File: config.mk
export PLATFORM = sky130hd
export DESIGN_NAME = instr_fetch_unit
export DESIGN_NICKNAME = d
export VERILOG_FILES = /design/src/rtl/mips_pkg.sv /design/src/rtl/next_pc_calc.sv /design/src/rtl/instr_fetch_unit.sv
export SDC_FILE = /design/constraint.sdc
export NUM_CORES = 1
export LEC_CHECK = 0
export CAP_MARGIN = 20
export CORE_MARGIN = 2
export CORE_UTILIZATION = 45
export CTS_CLUSTER_DIAMETER = 120
export DETAILED_ROUTE_END_ITERATION = 8
export PLACE_DENSITY = 0.76
export SLEW_MARGIN = 20
export SYNTH_ARGS = -nofsm -noshare
export SYNTH_HDL_FRONTEND = slang
export SYNTH_SLANG_ARGS = --single-unit
File: constraint.sdc
create_clock -name clk -period 6.47 [get_ports clk]
set_clock_uncertainty 0.05 [all_clocks]
set_input_delay 0.9705 -clock clk [delete_from_list [all_inputs] [get_ports clk]]
set_output_delay 0.9705 -clock clk [all_outputs]
set_load 0.005 [all_outputs]
File: src/rtl/mips_pkg.sv
// Shared definitions for the fetch stage: FSM state encoding, MIPS opcode
// constants, instruction field positions and an immediate sign-extension helper.
package mips_pkg;

    typedef enum logic [1:0] {
        IDLE  = 2'd0,
        REQ   = 2'd1,
        WAIT  = 2'd2,
        VALID = 2'd3
    } fetch_state_t;

    localparam logic [5:0] OP_RTYPE = 6'h00;
    localparam logic [5:0] OP_J     = 6'h02;
    localparam logic [5:0] OP_BEQ   = 6'h04;
    localparam logic [5:0] OP_LW    = 6'h23;
    localparam logic [5:0] OP_SW    = 6'h2B;

    localparam int OPCODE_MSB = 31;
    localparam int OPCODE_LSB = 26;
    localparam int RS_MSB     = 25;
    localparam int RS_LSB     = 21;
    localparam int RT_MSB     = 20;
    localparam int RT_LSB     = 16;
    localparam int RD_MSB     = 15;
    localparam int RD_LSB     = 11;
    localparam int FUNCT_MSB  = 5;
    localparam int FUNCT_LSB  = 0;
    localparam int IMM_MSB    = 15;
    localparam int IMM_LSB    = 0;
    localparam int TARGET_MSB = 25;

    function automatic logic [31:0] sext16(input logic [15:0] value);
        return {{16{value[15]}}, value};
    endfunction

endpackage

File: src/rtl/next_pc_calc.sv
// Combinational next-PC selection: jump target, taken branch or fall-through.
// Jump takes priority over branch; all arithmetic wraps modulo 2^32.
module next_pc_calc
    import mips_pkg::*;
(
    input  logic [31:0] pc,
    input  logic [31:0] ir,
    input  logic        branch,
    input  logic        jump,
    input  logic        alu_zero,
    output logic [31:0] pc_plus4,
    output logic [31:0] next_pc
);

    logic [31:0] branch_target;
    logic [31:0] jump_target;
    logic [5:0]  unused_opcode;

    assign unused_opcode = ir[OPCODE_MSB:OPCODE_LSB];

    assign pc_plus4      = pc + 32'd4;
    assign branch_target = pc_plus4 + (sext16(ir[IMM_MSB:IMM_LSB]) << 2);
    // Jump keeps the 256 MB region of the delay-slot address, not of the jump itself.
    assign jump_target   = {pc_plus4[31:28], ir[TARGET_MSB:0], 2'b00};

    always_comb begin
        next_pc = pc_plus4;
        if (jump) begin
            next_pc = jump_target;
        end else if (branch && alu_zero) begin
            next_pc = branch_target;
        end
    end

endmodule

File: src/rtl/instr_fetch_unit.sv
// Fetch stage: holds PC, requests words from imem, latches IR and presents decoded fields.
// Optional IF_BUSERR_EN adds imem_err/exc_flag and redirects to EXC_VEC on a bus error.
module instr_fetch_unit
    import mips_pkg::*;
#(
`ifdef IF_BUSERR_EN
    parameter logic [31:0] EXC_VEC   = 32'h0000_0080,
`endif
    parameter logic [31:0] RESET_VEC = 32'h0000_0000
) (
    input  logic        clk,
    input  logic        rst_n,
    output logic        imem_req,
    output logic [31:0] imem_addr,
    input  logic        imem_gnt,
    input  logic        imem_rvalid,
    input  logic [31:0] imem_rdata,
`ifdef IF_BUSERR_EN
    input  logic        imem_err,
    output logic        exc_flag,
`endif
    output logic        instr_valid,
    input  logic        instr_ready,
    output logic [5:0]  opcode,
    output logic [5:0]  funct,
    output logic [4:0]  rs,
    output logic [4:0]  rt,
    output logic [4:0]  rd,
    output logic [15:0] imm,
    output logic [31:0] pc_plus4,
    input  logic        branch,
    input  logic        jump,
    input  logic        alu_zero
);

    fetch_state_t state_reg, state_next;
    logic [31:0]  pc_reg, pc_next;
    logic [31:0]  ir_reg, ir_next;
    logic [31:0]  next_pc;
`ifdef IF_BUSERR_EN
    logic         exc_flag_reg, exc_flag_next;
`endif

    next_pc_calc u_next_pc (
        .pc       (pc_reg),
        .ir       (ir_reg),
        .branch   (branch),
        .jump     (jump),
        .alu_zero (alu_zero),
        .pc_plus4 (pc_plus4),
        .next_pc  (next_pc)
    );

    always_ff @(posedge clk) begin
        if (!rst_n) begin
            state_reg    <= IDLE;
            pc_reg       <= RESET_VEC;
            ir_reg       <= '0;
`ifdef IF_BUSERR_EN
            exc_flag_reg <= 1'b0;
`endif
        end else begin
            state_reg    <= state_next;
            pc_reg       <= pc_next;
            ir_reg       <= ir_next;
`ifdef IF_BUSERR_EN
            exc_flag_reg <= exc_flag_next;
`endif
        end
    end

    always_comb begin
        state_next    = state_reg;
        pc_next       = pc_reg;
        ir_next       = ir_reg;
        imem_req      = 1'b0;
        instr_valid   = 1'b0;
`ifdef IF_BUSERR_EN
        exc_flag_next = 1'b0;
`endif
        case (state_reg)
            IDLE: begin
                state_next = REQ;
            end
            REQ: begin
                imem_req = 1'b1;
                if (imem_gnt) begin
                    state_next = WAIT;
                end
            end
            WAIT: begin
                if (imem_rvalid) begin
`ifdef IF_BUSERR_EN
                    // A faulted fetch never reaches decode: IR becomes a nop and PC redirects.
                    if (imem_err) begin
                        ir_next       = '0;
                        pc_next       = EXC_VEC;
                        exc_flag_next = 1'b1;
                        state_next    = REQ;
                    end else begin
                        ir_next    = imem_rdata;
                        state_next = VALID;
                    end
`else
                    ir_next    = imem_rdata;
                    state_next = VALID;
`endif
                end
            end
            VALID: begin
                instr_valid = 1'b1;
                if (instr_ready) begin
                    pc_next    = next_pc;
                    state_next = REQ;
                end
            end
            default: begin
                state_next = IDLE;
            end
        endcase
    end

    assign imem_addr = pc_reg;
    assign opcode    = ir_reg[OPCODE_MSB:OPCODE_LSB];
    assign funct     = ir_reg[FUNCT_MSB:FUNCT_LSB];
    assign rs        = ir_reg[RS_MSB:RS_LSB];
    assign rt        = ir_reg[RT_MSB:RT_LSB];
    assign rd        = ir_reg[RD_MSB:RD_LSB];
    assign imm       = ir_reg[IMM_MSB:IMM_LSB];
`ifdef IF_BUSERR_EN
    assign exc_flag  = exc_flag_reg;
`endif

endmodule
* Word level (Yosys, flattened, before mapping)
Cells that the tools add are included. W data, S select, Z words.
Operators by class: add/subtract/negate cells 2, eq/ne operators 6, muxes and demuxes 8, reductions and logical operators 5
Operator list (number):
- $mux W32 | 2
- $add A32 B3 Y32 const B | 1
- $add A32 B32 Y32 | 1
- $pmux W2 S4 | 1
- $mux W2 | 3
- $ne A2 B2 Y1 const B | 3
- $eq A2 B2 Y1 const B | 2
- $reduce_and A2 Y1 | 2
- $reduce_and A3 Y1 | 1
- $eq A2 B1 Y1 const B | 1
- $logic_not A2 Y1 | 1
- $mux W1 | 2
- $logic_and A1 B1 Y1 | 1
Storage, ports and cells: register bits after elaboration 66, input port bits 40, output and inout port bits 109, logic and storage cells 24

* Depth between registers and ports, before layout
Gate-level depths: netlist (run 1).
depth after elaboration 4, mapped depth 17, gate-level depth less buffers 16

* Hierarchy
From an unflattened synthesis (run 1), not the netlist that was laid out.
Second synthesis, totals: cell total of the unflattened synthesis 717, area total of the unflattened synthesis 5345.1 um^2
By module, submodules not included:
- next_pc_calc | times used 1, cells an instance 407, area an instance 2748.9 um^2, sequential area each 0.0 um^2
- instr_fetch_unit | times used 1, cells an instance 310, area an instance 2596.2 um^2, sequential area each 1321.3 um^2

* Worst setup path before layout (run 1)
OpenSTA, ideal clock, no wires.
kind register to register, start reg pc_reg[12], in the netlist imem_addr[12], end reg pc_reg[31], in the netlist imem_addr[31], setup time 0.072 ns, data arrival time 3.383 ns, data required time 6.348 ns, path slack 2.965 ns, cell stages (with the launch flop) 17, buffers on the path 1, period minus slack after synthesis 3.505 ns, path through dfxtp_1 and4_4 nand3_4 nor4_4 nand3_2 xor2_1 inv_1 ha_1 buf_2 o21ai_1 nand2b_1 a21o_1 a21oi_1 or4b_1 o211ai_2 mux2i_1 mux2i_1
Between the ends: cells in the longest elaborated chain, start to end 4
Ends and longest elaborated chain:
- start, declared | line instr_fetch_unit.sv:37 | logic [31:0] pc_reg, pc_next;
- start signal, assigned | line instr_fetch_unit.sv:64 | pc_reg <= pc_next;
- $add A32 B3 Y32 | line next_pc_calc.sv:21 | assign pc_plus4 = pc + 32'd4;
- net pc_plus4[27] | line instr_fetch_unit.sv:30 | output logic [31:0] pc_plus4,
- $add A32 B32 Y32 | line next_pc_calc.sv:22 | assign branch_target = pc_plus4 + (sext16(ir[IMM_MSB:IMM_LSB]) << 2);
- $mux W32 | line next_pc_calc.sv:30 | end else if (branch && alu_zero) begin
- $mux W32 | line next_pc_calc.sv:28 | if (jump) begin
The timed path passes the listed nets, and every way through them passes these cells. A chain may end at the register's enable or synchronous reset.

* Final worst setup path (run 1)
start reg pc_reg[2], in the netlist imem_addr[2], end reg pc_reg[29], in the netlist imem_addr[29]
Between the ends: cells in the longest elaborated chain, start to end 4
Ends and longest elaborated chain (line):
- $add A32 B3 Y32 * | next_pc_calc.sv:21
- $add A32 B32 Y32 | next_pc_calc.sv:22
- $mux W32 | next_pc_calc.sv:30
- $mux W32 * | next_pc_calc.sv:28
Mark *: on every way between the ends. The rest lies on a longest branch, timed or not.

==> run metrics, run 1 <==
status finished clean; post-synth cell types 75; final hold vios 0; Peak VDD IR about 0.17 mV; die area around 0.013 sq mm; Post-DP HPWL around 13 mm; first-pass GRT wire length approximately 28 mm; vias per cell roughly 6; Clock power frac roughly a third; largest net degree at the start of global routing just over 60; reg2reg start imem_addr[2]$_SDFFE_PN0P_; Final ANT Viol Nets 0; TritonCTS clock tree done; Critical Path AT ~4.4 ns; setup TNS 0 ns; CTS Sinks 64; total power per unit cell area slightly below 200 mW/mm^2; Synth Instances between 700 and 800; main flop type after synthesis dfxtp_1; Critical Setup Path Class reg -> reg; CTS Buffer Depth 2; r2r setup slk approximately 2.2 ns; Async SR Flop Fraction 0%; Final Critical Period roughly 4.3 ns; gpl congestion ~1; Post-synth EDFFs 0; max reg flops 32; Worst setup SP type flip-flop; sequential cell fraction of total power between 30% and 40%; RSZ-0062 raised after global routing false; Lkg Pwr 0.00285 uW; slowest library cell on the worst path dfxtp_1; IO buf count between 100 and 150; die width approximately 110 microns; post-CTS setup buffers 0; root buf cell clkbuf_16; HP Class reg -> reg; worst rel slew slack 32.2%; CP endpoint kind flip-flop; Final Non-Filler Cells between 900 and 1000; antenna violations before repair 0; Crit path max-delay family compound AO/OA/AOI/OAI gates; # DRC 0; Resize count post-CTS 0; row count 40; Post-Syn Area between 0.005 and 0.006 sq mm; share of layout cells above drive strength 1 ~5.8%; Yosys reg bits 64; CP Max Fanout 8; Pins Over Slew Limit 0; via count roughly 5700; switching power ~470 uW; Worst-Margin Slew 1.01 ns; Clock Latency Late Sink roughly 0.34 ns; GR Overflow Total 0; Syn. warnings 0; final setup violation count 0; DR WL/cell ~18 microns; Placed Cells incl. Taps between 900 and 1000; Ant. Diodes 0; H-tree depth 3; fill count 1086; Critical R2R Capture imem_addr[29]$_SDFFE_PN0P_; hold_sp ir_reg[28]$_SDFFE_PN0P_; sw frac between 30% and 40%; critical-path cell list ha_1 > nand4_1 > nor2_1 > nand3_1 > xnor2_1 > ha_1 > a211oi_1 > o21ai_1 > a211oi_2 > nand3_2 > nand3_2 > o21ai_1 > a21oi_2 > mux2i_1 > a31oi_1; crit path to imem_addr[29]$_SDFFE_PN0P_; Worst Path Required between 6 and 7 ns; number of cells on the worst reg-to-reg path 15; combinational share of power between 30% and 40%; DRT iter0 DRCs 484; Vert. Die Dim about 110 microns; Core Area 0.0119 sq mm; vias in the first global route approximately 5300; Total GRT Usage ~27%; Avg Cell Area, Syn 7.69 sq um; clock slew at reported path FFs roughly 0.06 ns; Max Fclk roughly 230 MHz; max-cap violation count 0; area grow syn2layout 31.5%; worst path buffer plus inverter count 0; starting density of the core between 40% and 50%; sequential area share after synthesis a little under a quarter; Net count, final approximately 900; cts bufs inserted 9; Pre-antenna DRT Iters 5; Worst setup startpoint imem_addr[2]$_SDFFE_PN0P_; Post-Route WL about 17 mm; CTS Hold Bufs 0; Cell Int Power slightly below 900 uW; period utilization 65.9%; Critical Path Max Stage Delay between 0.4 and 0.5 ns; IO Pins 149; WP depth 15
worst min-delay path by stage:
stage,endpoint,depth (start not counted)
6_report,ir_reg[28]$_SDFFE_PN0P_,2
5_1_grt,ir_reg[30]$_SDFFE_PN0P_,2
4_1_cts,ir_reg[28]$_SDFFE_PN0P_,2
3_5_place_dp,ir_reg[28]$_SDFFE_PN0P_,2
2_1_floorplan,ir_reg[26]$_SDFFE_PN0P_,2
3_3_place_gp,ir_reg[31]$_SDFFE_PN0P_,2
through the flow:
step           hold WS (ns)  cell area, sq um  setup WS [ns]  total power, uW  util [%]
2_1_floorplan         0.410              5420           2.97              713         -
3_3_place_gp          0.401              6830           2.38              891      57.6
3_5_place_dp          0.410              6830           2.28              901      57.6
4_1_cts               0.418              7110           2.25             1370      59.9
5_1_grt               0.451              7110           1.96             1440      60.0
6_report              0.414              7110           2.21             1370      60.0
cell type report:
cell class,count,area (sq um),area share (%)
Multi-Input combinational cell,576,3830,53.8
Timing Repair Buffer,148,1470,20.6
Sequential cell,64,1280,18.0
Clock buffer,9,225,3.17
Tap cell,147,184,2.59
Inverter,19,71.3,1.00
Clock inverter,7,56.3,0.792
cells by family after synthesis:
logic type	synth area share, %
compound gates	28.0
mux	0.740
xor+xnor	7.77
other cells	0.0693
flops	23.7
fa+ha+maj	9.63
buf+inv	5.81
simple gates	24.3
cells in the mapped netlist (all sizes together), types with 3 or more instances:
cell | instances | area (sq um)
and3 | 9 | 58.8
buf | 20 | 141
nand2 | 127 | 477
o21bai | 6 | 45.0
inv | 19 | 71.3
xnor2 | 24 | 210
o21a | 8 | 60.1
xor2 | 24 | 210
o31ai | 4 | 30.0
nand3 | 23 | 160
nand2b | 8 | 50.1
nor3 | 10 | 55.1
dfxtp | 64 | 1280
a31oi | 6 | 37.5
a211oi | 8 | 65.1
nor4 | 5 | 67.6
o21ai | 36 | 184
o22ai | 3 | 18.8
ha | 40 | 500
and4 | 7 | 65.1
o211ai | 16 | 125
o211a | 5 | 50.1
nand4 | 5 | 31.3
nor2 | 41 | 156
a21boi | 35 | 263
a21o | 18 | 135
a21oi | 43 | 223
nor2b | 7 | 43.8
clkbuf | 27 | 101
and2 | 12 | 75.1
mux2i | 4 | 40.0
a221oi | 5 | 56.3
or3 | 7 | 43.8
worst reg2reg max path, stage by stage (launching register included):
cell	delay (ns)
dfxtp_1	0.47
ha_1	0.26
nand4_1	0.26
nor2_1	0.32
nand3_1	0.13
xnor2_1	0.41
ha_1	0.40
a211oi_1	0.36
o21ai_1	0.20
a211oi_2	0.28
nand3_2	0.14
nand3_2	0.13
o21ai_1	0.11
a21oi_2	0.22
mux2i_1	0.26
a31oi_1	0.11
placed cells by master, fill, tap and decap left out, types with 24 or more instances in the layout:
cell type,count
a21oi_1,41
xor2_1,24
clkdlybuf4s50_1,143
ha_1,40
dfxtp_1,64
nand2_1,126
xnor2_1,24
a21boi_0,33
o21ai_0,26
nor2_1,40
metal layers:
| metal | wire length (microns) | GRT usage [%] | vias to the layer above |
|---|---|---|---|
| li1 | - | - | 2726 |
| met1 | 8100 | 38.1 | 2692 |
| met2 | 7690 | 42.1 | 241 |
| met3 | 1440 | 5.26 | 23 |
| met4 | 238 | 6.91 | 0 |
| met5 | 0 | 0 | - |
power groups by stage:
stage | sequential [uW] | clock [uW] | combinational, uW
2_1_floorplan | 479 | 0 | 235
3_3_place_gp | 484 | 0 | 407
3_5_place_dp | 486 | 0 | 415
4_1_cts | 478 | 469 | 419
5_1_grt | 484 | 488 | 463
6_report | 479 | 463 | 423
No activity file was read; power rests on OpenSTA's default activity.
==> run 2, diff against run 1 <==
==> constraint.sdc (replaced) <==
create_clock -name clk -period 4.5 [get_ports clk]
set_clock_uncertainty 0.05 [all_clocks]
set_input_delay 0.675 -clock clk [delete_from_list [all_inputs] [get_ports clk]]
set_output_delay 0.675 -clock clk [all_outputs]
set_load 0.005 [all_outputs]
==> run 2 against run 1 <==
Against the previous run: routed wire length increased by 4.8%; hold slack improved by 0.00091 ns; flip-flop and latch count unchanged; total power increased by 45%; via count increased by 3.3%; count of clock-buffer cells in the layout unchanged; sequential power increased by 44%; combinational power increased by 45%; first-iteration DRC count increased by 1.9%; design area increased by 0.72%; non-clock buffer count increased by 7; utilization increased by 0.43 points.
==> run metrics, run 2 (synthesis results as in run 1) <==
WP depth 15 (unchanged); hold-critical path depth 2 (unchanged); CTS Buffer Depth 2 (unchanged); Critical R2R Capture imem_addr[23]$_SDFFE_PN0P_; DRT iter0 DRCs 493 (+1.9%); Final Non-Filler Cells 977 (+0.72%); vias in the first global route 5627 (+6.5%); Critical Setup Path Class reg -> reg; vias per cell 6.01 (+2.6%); CTS Sinks 64 (unchanged); CTS Hold Bufs 0 (unchanged); Worst-Margin Slew 0.853 ns (-0.162 ns); Setup WS post-layout 0.385 ns (-1.82 ns); gpl congestion 0.934 (-3.9%); largest net degree at the start of global routing 60 (-1.6%); slowest library cell on the worst path dfxtp_1; RSZ-0062 raised after global routing false; CP endpoint kind flip-flop; Vert. Die Dim 114 microns (unchanged); H-tree depth 3 (unchanged); period utilization 91.4% (+26 points); clock slew at reported path FFs 0.06 ns (about the same); reg2reg start imem_addr[2]$_SDFFE_PN0P_; Core Area 0.0119 sq mm (unchanged); DR WL/cell 18.7 microns (+4.1%); Lkg Pwr 0.00289 uW (+1.3%); max-cap violation count 0 (unchanged); cts bufs inserted 9 (unchanged); Pre-antenna DRT Iters 5 (unchanged); Crit path max-delay family compound AO/OA/AOI/OAI gates; Resize count post-CTS 0 (unchanged); root buf cell clkbuf_16; worst rel slew slack 42.9% (+11 points); share of layout cells above drive strength 1 6.75% (+0.91 points); max reg flops 32 (unchanged); final setup violation count 0 (unchanged); r2r setup slk 0.39 ns (-1.82 ns); Critical Path Max Stage Delay 0.46 ns (about the same); Power, Total 1980 uW (+45%); Ant. Diodes 0 (unchanged); first-pass GRT wire length 29.3 mm (+5.9%); HP Class reg -> reg; Critical Path AT 4.28 ns (-0.12 ns); Peak VDD IR 0.216 mV (+29%); Clock Latency Late Sink 0.35 ns (about the same); antenna violations before repair 0 (unchanged); dpl ws 0.344 ns (-1.94 ns); Placed Cells incl. Taps 961 (+0.73%); row count 40 (unchanged); final hold vios 0 (unchanged); Hold Slack 0.415 ns (+0.000913 ns); post-CTS setup buffers 0 (unchanged); TritonCTS clock tree done; Post-Route WL 18.3 mm (+4.8%); Final Critical Period 4.11 ns (-0.148 ns); total power per unit cell area 276 mW/mm^2 (+44%); setup TNS 0 ns (unchanged); GR Overflow Total 0 (unchanged); most frequent cells in the layout clkdlybuf4s50_1, nand2_1, dfxtp_1; Worst Path Required 4.66 ns (-1.95 ns); status finished clean; IO Pins 149 (unchanged); IO buf count 144 (unchanged); Final ANT Viol Nets 0 (unchanged); Total GRT Usage 28.4% (+1.6 points); starting density of the core 45.6% (unchanged); critical-path cell list ha_1 > nand4_1 > nor2_1 > nand3_1 > xnor2_2 > ha_1 > a211oi_1 > o21ai_1 > a211oi_2 > nand3_2 > a31oi_1 > xor2_1 > nor2_1 > a211oi_1 > o31ai_1; area grow syn2layout 32.5%; fill count 1057 (-2.7%); Pins Over Slew Limit 0 (unchanged); Max Fclk 243 MHz (+3.6%); number of cells on the worst reg-to-reg path 15 (unchanged); Hold Path End ir_reg[28]$_SDFFE_PN0P_; Post-DP HPWL 13.6 mm (+4.4%); # DRC 0 (unchanged); die area 0.0129 sq mm (unchanged); via count 5870 (+3.3%); hold_sp ir_reg[28]$_SDFFE_PN0P_; worst path buffer plus inverter count 0 (unchanged); die width 114 microns (unchanged); Worst setup SP type flip-flop; CP Max Fanout 8 (unchanged); most common cell after layout, fill and taps aside clkdlybuf4s50_1; Net count, final 906 (+0.78%)
run 2: cell count changes in the layout (fill, tap and decap cells not counted):
cell	before	now
buf_4	4	11
clkinv_2	1	3
clkinv_4	3	1
clkinvlp_4	1	2
inv_6	2	1
xnor2_1	24	23
xnor2_2	0	1
run 2: layout make-up:
class,instances,area [sq um],share of cell area [%]
Multi-Input combinational cell,576,3830,53.5
Tap cell,147,184,2.57
Timing Repair Buffer,155,1520,21.2
Clock buffer,9,225,3.14
Sequential cell,64,1280,17.9
Inverter,19,71.3,0.996
Clock inverter,7,47.5,0.664
run 2: power by group:
part	switching, uW	leakage (uW)	internal [uW]	total (uW)
clock	300	0.000132	373	673
combinational	324	0.00224	292	615
sequential	71.1	0.000518	619	690
run 2: worst max path at each step:
stage                                       endpoint                       start  slack (ns)
after floorplan           imem_addr[31]$_SDFFE_PN0P_  imem_addr[12]$_SDFFE_PN0P_         1.0
after global placement    imem_addr[23]$_SDFFE_PN0P_   imem_addr[2]$_SDFFE_PN0P_        0.42
after detailed placement  imem_addr[23]$_SDFFE_PN0P_   imem_addr[2]$_SDFFE_PN0P_        0.34
after CTS                 imem_addr[23]$_SDFFE_PN0P_   imem_addr[2]$_SDFFE_PN0P_        0.31
after global routing      imem_addr[23]$_SDFFE_PN0P_   imem_addr[2]$_SDFFE_PN0P_        0.05
final                     imem_addr[23]$_SDFFE_PN0P_   imem_addr[2]$_SDFFE_PN0P_        0.39
run 2: metal layers:
layer | global-route usage (%) | wire [microns] | vias to the layer above
li1 | - | - | 2743
met1 | 38.2 | 8000 | 2754
met2 | 45.1 | 8010 | 323
met3 | 6.16 | 1750 | 50
met5 | 0 | 0 | -
met4 | 10.3 | 552 | 0
run 2: through the flow:
stage               util [%]  cell area, sq um
detailed placement      58.0              6880
global route            60.4              7160
finish                  60.4              7160
CTS                     60.3              7150
global placement        58.0              6880
floorplan                  -              5420
run 2: worst register-to-register path: stages, from the launching register on:
cell      delay, ns
dfxtp_1        0.46
ha_1           0.25
nand4_1        0.28
nor2_1         0.32
nand3_1        0.16
xnor2_2        0.26
ha_1           0.37
a211oi_1       0.35
o21ai_1        0.19
a211oi_2       0.30
nand3_2        0.15
a31oi_1        0.19
xor2_1         0.17
nor2_1         0.07
a211oi_1       0.33
o31ai_1        0.10
==> run 3, diff against run 2 <==
==> constraint.sdc (replaced) <==
create_clock -name clk -period 4.5 [get_ports clk]
set_clock_uncertainty 0.05 [all_clocks]
set_input_delay 0.9 -clock clk [delete_from_list [all_inputs] [get_ports clk]]
set_output_delay 0.9 -clock clk [all_outputs]
set_load 0.005 [all_outputs]
==> run 3 against run 2 <==
Against the previous run: maximum frequency about the same; register-to-register slack about the same; design area increased by 0.37%; flip-flop and latch count unchanged; sequential share of layout area decreased by 0.065 points; sequential power about the same; largest cell class unchanged; hold slack got worse by 0.0021 ns; routed wire length increased by 0.37%; critical path type unchanged; die area unchanged; utilization increased by 0.22 points; combinational power about the same; via count decreased by 2.2%.
==> run metrics, run 3 (synthesis results as in run 1) <==
status finished clean; root buf cell clkbuf_16; Hold Slack 0.412 ns (-0.00210 ns); vias per cell 5.88 (-2.2%); Clock power frac 35.7% (+1.7 points); Clock Latency Late Sink 0.34 ns (about the same); most frequent cells in the layout clkdlybuf4s50_1, nand2_1, dfxtp_1; area grow syn2layout 32.9%; CTS Sinks 64 (unchanged); sequential cell fraction of total power 34.0% (-0.9 points); IO buf count 144 (unchanged); cts bufs inserted 9 (unchanged); clock slew at reported path FFs 0.06 ns (about the same); final hold vios 0 (unchanged); Post-Route WL 18.4 mm (+0.37%); r2r setup slk 0.39 ns (about the same); vias in the first global route 5442 (-3.3%); reg2reg start imem_addr[2]$_SDFFE_PN0P_; combinational share of power 30.3% (-0.8 points); final setup violation count 0 (unchanged); RSZ-0062 raised after global routing false; Crit path max-delay family simple AND/OR/NAND/NOR gates; fill count 1075 (+1.7%); crit path to imem_addr[29]$_SDFFE_PN0P_; Worst setup startpoint imem_addr[2]$_SDFFE_PN0P_; Pins Over Slew Limit 0 (unchanged); die width 114 microns (unchanged); H-tree depth 3 (unchanged); Critical Path Max Stage Delay 0.46 ns (about the same); critical-path cell list ha_1 > nand4_1 > nor4_2 > and4_1 > xor2_1 > ha_1 > a21o_1 > a21o_1 > a21oi_1 > nor2b_1 > nor2_1 > o21ai_1 > a21oi_2 > mux2i_1 > a31oi_1; Lkg Pwr 0.00290 uW (+0.48%); GR Overflow Total 0 (unchanged); Cell Int Power 1350 uW (+5.5%); Ant. Diodes 0 (unchanged); max reg flops 32 (unchanged); row count 40 (unchanged); Pre-antenna DRT Iters 5 (unchanged); Net count, final 906 (unchanged); CP endpoint kind flip-flop; # DRC 0 (unchanged); number of cells on the worst reg-to-reg path 15 (unchanged); Worst Path Required 4.64 ns (-0.02 ns); CTS Buffer Depth 2 (unchanged); worst rel slew slack 39.5% (-3.4 points); IO Pins 149 (unchanged); Vert. Die Dim 114 microns (unchanged); Max Fclk 243 MHz (about the same); Power, Total 2030 uW (+2.4%); total power per unit cell area 282 mW/mm^2 (+2.1%); first-pass GRT wire length 28.8 mm (-1.5%); starting density of the core 45.6% (unchanged); share of layout cells above drive strength 1 6.63% (-0.12 points); Critical Setup Path Class reg -> reg; Critical R2R Capture imem_addr[29]$_SDFFE_PN0P_; Worst setup SP type flip-flop; HP Class reg -> reg; Core Area 0.0119 sq mm (unchanged); sw frac 33.2% (-1.9 points); setup TNS 0 ns (unchanged); max-cap violation count 0 (unchanged); CTS Hold Bufs 0 (unchanged); period utilization 91.4% (about the same); antenna violations before repair 0 (unchanged); Peak VDD IR 0.297 mV (+38%); slowest library cell on the worst path dfxtp_1; gpl congestion 1.01 (+8.5%); via count 5742 (-2.2%); DR WL/cell 18.8 microns (+0.37%); DRT iter0 DRCs 466 (-5.5%); Worst-Margin Slew 0.904 ns (+0.0515 ns); Critical Path AT 4.25 ns (-0.03 ns); CP Max Fanout 8 (unchanged); worst path buffer plus inverter count 0 (unchanged); TritonCTS clock tree done; Final Critical Period 4.11 ns (-0.00217 ns); switching power 673 uW (-3.1%); largest net degree at the start of global routing 35 (-42%); Post-DP HPWL 13.6 mm (about the same); most common cell after layout, fill and taps aside clkdlybuf4s50_1; die area 0.0129 sq mm (unchanged); Final ANT Viol Nets 0 (unchanged); WP depth 15 (unchanged); Total GRT Usage 28.3% (-0.11 points)
## run 3: cell types whose count changed in the layout (fill, tap and decap cells not counted), sizes merged
cell / change
bufinv: +1
inv: -1
clkinvlp: -1
clkbuf: +2
clkinv: -1
## run 3: what timing repair did
item                       4_1_cts  5_1_grt
gates resized for setup          0        1
setup buffers                    0        0
setup endpoints to repair        0        1
## run 3: tightest hold or removal path, stage by stage, from the launching register on
cell	delay (ns)
dfxtp_1	0.30
nand2_1	0.05
a21boi_0	0.06
## run 3: metal layers
layer	up-vias	global-route usage (%)	wire [microns]
li1	2744	-	-
met1	2676	39.5	8080
met2	281	43.3	8000
met3	41	4.99	1760
met4	0	11.9	543
met5	-	0	0
## run 3: worst min-delay path by stage
| stage | from | endpoint | slack, ns | depth (start not counted) |
|---|---|---|---|---|
| 3_3_place_gp | ir_reg[31]$_SDFFE_PN0P_ | ir_reg[31]$_SDFFE_PN0P_ | 0.40 | 2 |
| 2_1_floorplan | ir_reg[26]$_SDFFE_PN0P_ | ir_reg[26]$_SDFFE_PN0P_ | 0.41 | 2 |
| 4_1_cts | ir_reg[27]$_SDFFE_PN0P_ | ir_reg[27]$_SDFFE_PN0P_ | 0.42 | 2 |
| 5_1_grt | ir_reg[28]$_SDFFE_PN0P_ | ir_reg[28]$_SDFFE_PN0P_ | 0.43 | 2 |
| 3_5_place_dp | ir_reg[27]$_SDFFE_PN0P_ | ir_reg[27]$_SDFFE_PN0P_ | 0.41 | 2 |
| 6_report | ir_reg[27]$_SDFFE_PN0P_ | ir_reg[27]$_SDFFE_PN0P_ | 0.41 | 2 |
## run 3: through the flow
step	worst slack, ns	instances	util [%]	area, sq um
finish	0.387	977	60.6	7190
global route	0.0828	977	60.6	7190
CTS	0.410	977	60.5	7180
detailed placement	0.443	961	58.0	6880
global placement	0.536	961	58.0	6880
floorplan	0.995	706	-	5420
## run 3: layout make-up
type	count	area (sq um)	area share (%)
clock buffer	11	243	3.38
timing repair buffer	155	1520	21.1
inverter	19	71.3	0.992
multi-input combinational	576	3830	53.3
clock inverter	5	56.3	0.783
sequential	64	1280	17.8
tap	147	184	2.56
## run 3: power groups by stage
stage	combinational (uW)	sequential (uW)	clock (uW)
after floorplan	337	688	0
after global placement	590	695	0
after detailed placement	602	700	0
after CTS	609	688	731
after global routing	671	697	752
final	614	690	723
==> RTL edit, RTL diff (config.mk and constraints of run 3) <==
Add a define of `IF_BUSERR_EN`.
--- a/src/rtl/instr_fetch_unit.sv
+++ b/src/rtl/instr_fetch_unit.sv
@@ -2,2 +2,4 @@
 // Optional IF_BUSERR_EN adds imem_err/exc_flag and redirects to EXC_VEC on a bus error.
+`define IF_BUSERR_EN
+
 module instr_fetch_unit
Interface: changed (added exc_flag and imem_err); port bits go from 149 to 151. The function was not compared with the original's and may differ.
==> RTL edit against run 3 <==
- cell area grew 4.2%
- wire length fell by 0.17%
- area after synthesis is 6.2% higher
- global-route usage down 1.4 points
- setup slack gained 0.17 ns
- synthesized cell count increased by 4.4%
- sequential cell count rose by 1
- critical path type is now flop to output pin
- critical endpoint is now pc_plus4[28]
Power is not compared: it rests on default switching activity, and its combinational part moved more than twofold at a synthesized area within 25%.
==> RTL edit: results (changes against run 3) <==
[status]
run_status=finished clean

[synthesis]
ys_seq_area_frac=0.226  ; -0.0104
synthTopCellsByArea=dfxtp_1, ha_1, a21oi_1
synthTopCellsByCount=a21oi_1, nand2_1, dfxtp_1
ys_warn_count=0  ; unchanged
synth_cell_types=90  ; +20%

[final_layout]
final_nets=928  ; +2.4%
drive_gt1_frac=0.0765  ; +0.0102

[critical_path]
critical_path.slowest_cell=or4_4
arrival_ns=2.99  ; -1.26 ns
worstPathMaxFanout=7  ; -1
cpPeakStageDelay_ns=0.68  ; +0.22 ns

[grt]
use_met3=0.0726  ; +0.0227
use_met2=0.407  ; -0.0262
grt_pass1_vias=5257  ; -3.4%
grt_use_met1=0.378  ; -0.0170
grtUsageTotal=0.270  ; -0.0137
grt_pass1_wl_um=28500  ; -1.4%
grt_start_max_net_pins=66  ; +89%

[route]
first_iter_violations=582  ; +25%
via_per_inst=5.76  ; -1.9%
routedWlPerCell_um=18.0  ; -4.6%

[timing]
max_slew_margin=0.366  ; -0.0292

[placement]
pre_cts_slack_ns=0.692  ; +0.249 ns
portBuffers=146  ; +1.4%
hpwl_um=13800  ; +1.1%
gp_congestion=0.939  ; -7.3%

[power]
leakage_nw=2.92

[clock_tree]
cts_setup_buffers=0  ; unchanged

[hold_path]
hp-class=flop to flop

==> RTL edit: logic make-up (layout without fill, tap and decap cells) <==
group / after synthesis / after routing / share of synthesized area
and+or+nand+nor: 280 / 280 / 0.282
AOI/OAI and AO/OA: 219 / 219 / 0.247
buffers and inverters: 74 / 187 / 0.0686
DFF: 65 / 65 / 0.226
xor gates and xnor gates: 50 / 50 / 0.0775
adders and majority gates: 41 / 41 / 0.0906
muxes: 4 / 4 / 0.00697
other: 1 / 4 / 0.000653
==> RTL edit: cell type report <==
cell class | count | share of cell area
Multi-Input combinational cell | 598 | 0.543
Clock buffer | 13 | 0.0374
Clock inverter | 2 | 0.00468
Tap cell | 172 | 0.0287
Timing Repair Buffer | 154 | 0.203
Inverter | 18 | 0.00902
Sequential cell | 65 | 0.174
==> RTL edit: final timing paths <==
kind / depth (start not counted) / to / start / slack, ns
hold reg to reg: 2 / ir_reg[28] / ir_reg[28] / 0.47
setup reg to reg: 13 / imem_addr[24] / imem_addr[4] / 0.59
setup / recovery: 6 / pc_plus4[28] / imem_addr[2] / 0.56
hold / removal: 2 / ir_reg[28] / ir_reg[28] / 0.47
==> RTL edit: power by group through the flow <==
stage          logic (mW)  clock network (mW)  registers [mW]
4_1_cts             0.184               0.752           0.595
3_5_place_dp        0.183                   0           0.607
3_3_place_gp        0.183                   0           0.607
6_report            0.185               0.745           0.595
5_1_grt             0.204               0.779           0.596
2_1_floorplan       0.107                   0           0.604
==> RTL edit: layer usage <==
layer | share of wire | wire length (um)
met1 | 0.44 | 8150
met2 | 0.44 | 8040
met3 | 0.099 | 1820
met4 | 0.019 | 345
met5 | 0 | 0
==> RTL edit: worst max-delay path, delay by kind of cell (launching register included) <==
family        cells  cell delay (ns)
xor+xnor          1             0.23
fa+ha+maj         1             0.28
buf+inv           1             0.53
flops             1             0.46
simple gates      3             1.16
==> RTL edit: per-stage QoR <==
stage                     total power [mW]  cells  area, sq um  hold slack (ns)
final                                 1.52   1022         7490            0.466
after global routing                  1.58   1022         7490            0.486
after CTS                             1.53   1022         7480            0.470
after detailed placement             0.790   1007         7170            0.456
after global placement               0.790   1007         7170            0.440
after floorplan                      0.712    737         5760            0.444
